## config.mk

```make
export PLATFORM = sky130hd
export DESIGN_NAME = sum_deserializer
export DESIGN_NICKNAME = d
export VERILOG_FILES = /design/src/rtl/sum_deser_pkg.sv /design/src/rtl/sum_deserializer.sv
export SDC_FILE = /design/constraint.sdc
export NUM_CORES = 1
export LEC_CHECK = 0
export ABC_AREA = 1
export BUFFER_PORTS_ARGS = -buffer_cell sky130_fd_sc_hd__buf_2
export CORE_MARGIN = 2
export CORE_UTILIZATION = 50
export DETAILED_ROUTE_END_ITERATION = 7
export PLACE_DENSITY = 0.87
export SETUP_SLACK_MARGIN = 0.4
export SKIP_CTS_REPAIR_TIMING = 1
export SLEW_MARGIN = 25
export SYNTH_ARGS = -nofsm -noshare
export SYNTH_HDL_FRONTEND = slang
export SYNTH_SLANG_ARGS = --single-unit
```

## constraint.sdc

```tcl
create_clock -name clk -period 2.8 [get_ports clk]
set_clock_uncertainty 0.05 [all_clocks]
set_input_delay 0.56 -clock clk [delete_from_list [all_inputs] [get_ports clk]]
set_output_delay 0.56 -clock clk [all_outputs]
set_load 0.05 [all_outputs]
```

## src/rtl/sum_deser_pkg.sv

```systemverilog
// sum_deser_pkg: shared state type and default word width for the serial sum deserializer.
package sum_deser_pkg;
    localparam int DEFAULT_WIDTH = 8;
    typedef enum logic [1:0] {IDLE, SHIFT, HOLD} state_t;
endpackage

```

## src/rtl/sum_deserializer.sv

```systemverilog
// sum_deserializer: collects LSB-first serial sum bits into a parallel word with a valid/ready hand-off.
module sum_deserializer
    import sum_deser_pkg::*;
#(
    parameter int WIDTH = DEFAULT_WIDTH
) (
    input  logic             clk,
    input  logic             rst,
    input  logic             clr,
    input  logic             start,
    input  logic             bit_valid,
    input  logic             sum_in,
    input  logic             out_ready,
    output logic             out_valid,
    output logic [WIDTH-1:0] result,
    output logic             busy,
    output logic             drop
);
    localparam int CW = $clog2(WIDTH + 1);
    localparam logic [CW-1:0] LAST = CW'(WIDTH - 1);

    state_t           state_q, state_d;
    logic [CW-1:0]    cnt_q, cnt_d;
    logic [WIDTH-1:0] sr_q, sr_d;
    logic             drop_q, drop_d;
    logic             restart, discard;

    always_comb begin
        state_d = state_q;
        cnt_d   = cnt_q;
        sr_d    = sr_q;
        restart = 1'b0;
        discard = 1'b0;
        case (state_q)
            IDLE: begin
                restart = start;
                discard = bit_valid && !start;
                if (start) begin
                    state_d = SHIFT;
                    cnt_d   = '0;
                    sr_d    = '0;
                end
            end
            SHIFT: begin
                if (start) begin
                    // A restart may carry the first bit of the new word in the same cycle.
                    restart = 1'b1;
                    cnt_d   = bit_valid ? CW'(1) : '0;
                    sr_d    = bit_valid ? {sum_in, {(WIDTH-1){1'b0}}} : '0;
                end else if (bit_valid) begin
                    cnt_d   = cnt_q + CW'(1);
                    sr_d    = {sum_in, sr_q[WIDTH-1:1]};
                    state_d = (cnt_q == LAST) ? HOLD : SHIFT;
                end
            end
            HOLD: begin
                restart = out_ready && start;
                discard = bit_valid && !restart;
                if (out_ready) begin
                    state_d = start ? SHIFT : IDLE;
                    cnt_d   = start ? '0 : cnt_q;
                    sr_d    = start ? '0 : sr_q;
                end
            end
            default: state_d = IDLE;
        endcase
        drop_d = restart ? 1'b0 : (drop_q || discard);
    end

    always_ff @(posedge clk or negedge rst) begin
        if (!rst) begin
            state_q <= IDLE;
            cnt_q   <= '0;
            sr_q    <= '0;
            drop_q  <= 1'b0;
        end else if (clr) begin
            state_q <= IDLE;
            cnt_q   <= '0;
            sr_q    <= '0;
            drop_q  <= 1'b0;
        end else begin
            state_q <= state_d;
            cnt_q   <= cnt_d;
            sr_q    <= sr_d;
            drop_q  <= drop_d;
        end
    end

    assign out_valid = (state_q == HOLD);
    assign busy      = (state_q == SHIFT);
    assign result    = sr_q;
    assign drop      = drop_q;
endmodule

```

* Word level (Yosys, flattened, before mapping)
Index checks and enable logic that the tools add are counted.
** Storage, ports and cells
- Bits of input ports :: 7
- Bits in latches :: 0
- Flip-flop bits (word level) :: 15
- Memories kept :: 0
- Logic and storage cells :: 50
- ROM bits :: 0
- Memory bits (writable) :: 0
** Cells by class
- Order comparisons :: 0
- Reduce and logical (&&, ||, !) cells :: 10
- Multipliers :: 0
- Equality and inequality tests :: 8
- Shift operators :: 0
- Multiplexer cells :: 27
- Divide/modulo/power cells :: 0
- Add/sub/neg operators :: 1
- Bitwise operators :: 0
** Operator list (number)
- $mux 8 :: 6
- $pmux 8 s3 :: 1
- $mux 4 :: 5
- $mux 2 :: 6
- $ne 3x3->1 const B :: 4
- $pmux 4 s3 :: 1
- $pmux 2 s3 :: 1
- $mux 1 :: 5
- $add 4x1->4 const B :: 1
- $eq 4x3->1 const B :: 1
- $ne 4x4->1 const B :: 1
- $reduce_and 4->1 :: 1
- $reduce_bool 4->1 :: 1
- $logic_and 1x1->1 :: 3
- $pmux 1 s3 :: 1
- $reduce_and 3->1 :: 1
- $eq 2x1->1 const B :: 1
- $eq 2x2->1 const B :: 1
- $logic_not 1->1 :: 2
- $logic_not 2->1 :: 1
- $pmux 1 s2 :: 1
- $logic_or 1x1->1 :: 1

* Depth between registers and ports, before layout
- Depth after elaboration :: 7
- Gate-level depth with buffers :: 9

* Worst setup path before layout
OpenSTA, ideal clock, no wires.
- Kind :: register to register
- From :: reg state_q[1]
- To :: reg sr_q[0] (netlist: result[0])
- Path slack :: 1131 ps
- Data required time :: 2630 ps
- Arrival time :: 1499 ps
- Cell stages (with the launch flop) :: 8
- Setup time :: 120 ps
- Cell sequence :: dfrtp_1 nor2_2 nand2_1 nor2_2 nor2_4 buf_6 nand3_1 nand2_1
** Between the ends
- Word-level cells in the longest chain between the ends :: 3
- Elaborated cells between the ends (all ways) :: 9
- Classes of those cells :: eq/ne: 4; mux: 2; reduce/logical: 3
** RTL lines
- start: declaration :: RTL line sum_deserializer.sv:22 : state_t state_q, state_d;
- start signal: assignment :: RTL line sum_deserializer.sv:82 : state_q <= state_d;
- $eq 2x1->1 (*)
- net busy :: RTL line sum_deserializer.sv:16 : output logic busy,
- $ne 4x4->1 (no source line) (tied with other cells)
- $reduce_and 3->1 (no source line) / $mux 8 (equally long branches)
- end signal: assignment :: RTL line sum_deserializer.sv:84 : sr_q <= sr_d;
- end: declaration :: RTL line sum_deserializer.sv:24 : logic [WIDTH-1:0] sr_q, sr_d;
The timed path passes the listed nets; every way through them passes the cells marked *.
A chain may end at the register's enable or synchronous reset.

* Worst setup path in the final report
- From :: reg state_q[1]
- To :: out out_valid
** Between the ends
- Word-level cells in the longest chain between the ends :: 1
** RTL lines
- $eq 2x2->1 :: RTL line sum_deserializer.sv:89 : assign out_valid = (state_q == HOLD);
- end: declaration :: RTL line sum_deserializer.sv:14 : output logic out_valid,
No other way between the ends.

==> summary.txt <==
CTS buffer count: 3
CP Launch Point: state_q[1]
antenna-violating nets left: 0
Core Footprint: 1510 µm²
first-pass GRT wire length: 2.70 mm
initial antenna violation count: 0
final WL: 1.57 mm
LEAKAGE: 0.528 nW
crit-path max FO: 6
FF/Latch Area: 375 µm²
Worst path top cell family by delay: flip-flops
most common cell in the netlist: nand2_1
CTS sink cnt: 15
FF-to-FF setup slack: 1.27 ns
Layout fillers: 149
Buf/Inv on CP: 2
Avg Inst Size Synth: 7.64 µm²
Yosys top cell by area: dfrtp_1
Critical Path RT: 2.19 ns
port bufs: 17
non-filler cells, final: 141
Tmin final: 1.84 ns
CP Class: reg -> out
synthesized cell area: 810 µm²
largest net degree at the start of global routing: 16
grt total ovfl: 0
Post-route DRC: 0
Synth area leaders: dfrtp_1 (46%), nand2_1 (18%), nand3_1 (9.9%), buf_6 (2.8%), inv_1 (2.8%)
top post-synthesis cells by count: nand2_1 (39), nand3_1 (16), dfrtp_1 (15)
reg-to-reg startpoint: state_q[1]
Post-Synth Adder-Cell Area: 1.55%
flip-flop and latch count after synthesis: 15
Post-Syn Nets: 114
row count: 14
HPWL after DPL: 1.24 mm
PD cells: 482 nW/µm²
Seq/Total Area, Yosys: 46.4%
CP arrival: 1.23 ns
Max-cap violations: 0
Worst slew margin: 78.4%
Layout Nets: 134
Setup Viol. Count Final: 0
Critical-path top delay cell: dfrtp_1
share of async-settable or async-resettable flops after synthesis: 100%
DR pass1 iterations: 4
Ports: 18
number of library cell types mapped by synthesis: 17
Worst-path clk slew: 0.09 ns
layout cells sized above 1: 24.8%
Post-DP Area: 892 µm²
f_max: 0.544 GHz
critical path cell sequence: inv_2 -> nor2_2 -> buf_2
Slew @ Worst Pin: 0.321 ns
clock root buffer: clkbuf_4
vias in the first global route: 648
Detailed Route Iter0 Violations: 18
Max rail drop VDD: 322 µV
YS warnings: 0
mux contribution to synthesized area: 0%
clk_lat worst skew: 0.27 ns
largest family of logic cells by synthesized area: simple AND/OR/NAND/NOR gates
outcome: complete, no violations
EDFF count, synth: 0
Final Hold Fails: 0
via count: 748
die width: 44.2 µm
post-route cell area: 918 µm²
GRT Resource Usage Total: 18.5%
Initial Util: 53.7%
count of pins over their slew limit: 0
post-route setup TNS: 0 ns
Critical Path Max Stage Delay: 0.51 ns
clock buffer depth: 2
drt wl/cell: 11.1 µm
synthesized instance count: 106
gpl congestion: 0.825
crit path launch type: flop
post-synth top area share: 46.4%
area occupied by multi-input gates: 372 µm²
diode count: 0
Setup crit end kind: primary output
predominant post-synthesis flop cell: dfrtp_1
Tcrit/Tclk final: 65.7%
Die ar.: 1960 µm²
Placed Instances: 137
RSZ-0062 raised after global routing: no
compound-cell area share of the yosys netlist: 4.33%
Hold Crit Class: in -> async
CTS tree: built
chip height: 44.2 µm
Post-Synth XOR/XNOR Area: 0%
Post-Synth Simple-Gate Area: 40.0%
routed vias/inst: 5.30
Layout area overhead: 13.4%
H-tree lvl count: 1
[routing by layer]
| metal | vias to the layer above | wire length, µm | global-route usage, % |
|---|---|---|---|
| li1 | 376 | - | - |
| met1 | 354 | 720 | 23.9 |
| met2 | 18 | 767 | 32.4 |
| met3 | 0 | 82 | 2.45 |
| met4 | 0 | 0 | 5.45 |
| met5 | - | 0 | 0 |
[layout by cell type, fill, tap and decap left out]
cell      synthesis  routed
a21oi_1           3       3
buf_2             0      17
clkbuf_1          0       1
clkbuf_4          0       3
dfrtp_1          15      15
ha_1              1       1
inv_1             6       6
inv_2             3       3
inv_4             1       1
nand2_1          39      39
nand2_2           2       2
nand3_1          16      16
nand4_1           1       1
nor2_1            6       6
nor2_2            3       3
nor2_4            1       1
nor3_1            2       2
nor3_4            1       1
o21ai_0           4       4
[final timing paths]
| path | endpoint | cells past startpoint |
|---|---|---|
| worst max-delay path | out_valid | 3 |
| max in group asynchronous | state_q[0] | 1 |
| worst min-delay path | result[7] | 1 |
| min in group clk | result[0] | 2 |
| worst min register to register | result[0] | 2 |
| worst max register to register | result[2] | 8 |
[power breakdown]
part           internal [mW]  switching, mW
clock network         0.0552         0.0635
registers              0.224        0.00991
logic                 0.0225         0.0682
total                  0.301          0.142
[cell type report]
class	count	area share, %
repair buffers	17	9.26
multi-input cells	79	40.5
inverters	10	4.36
clock buffers	4	2.86
flip-flops and latches	15	40.9
well taps	16	2.18
[registers in the layout, indices dropped and copies added, names as in the netlist]
| name | count |
|---|---|
| cnt_q | 4 |
| state_q | 2 |
| drop | 1 |
| result | 8 |
[per-stage QoR]
stage / hold WS (ns) / worst slack [ns] / total power [mW] / utilization (%)
final: 0.121 / 0.961 / 0.443 / 61.0
after global placement: 0.423 / 1.17 / 0.326 / 59.2
after detailed placement: 0.414 / 1.14 / 0.329 / 59.2
after CTS: 0.121 / 0.941 / 0.448 / 61.0
after floorplan: 0.214 / 1.13 / 0.310 / -
after global routing: 0.130 / 0.846 / 0.471 / 61.0
[kinds of logic (layout without fill, tap and decap cells)]
kind of cell    Yosys count  after routing
simple gates             71             71
flops                    15             15
buf+inv                  12             31
compound gates            7              7
fa+ha+maj                 1              1
(Power assumes the default switching activity.)
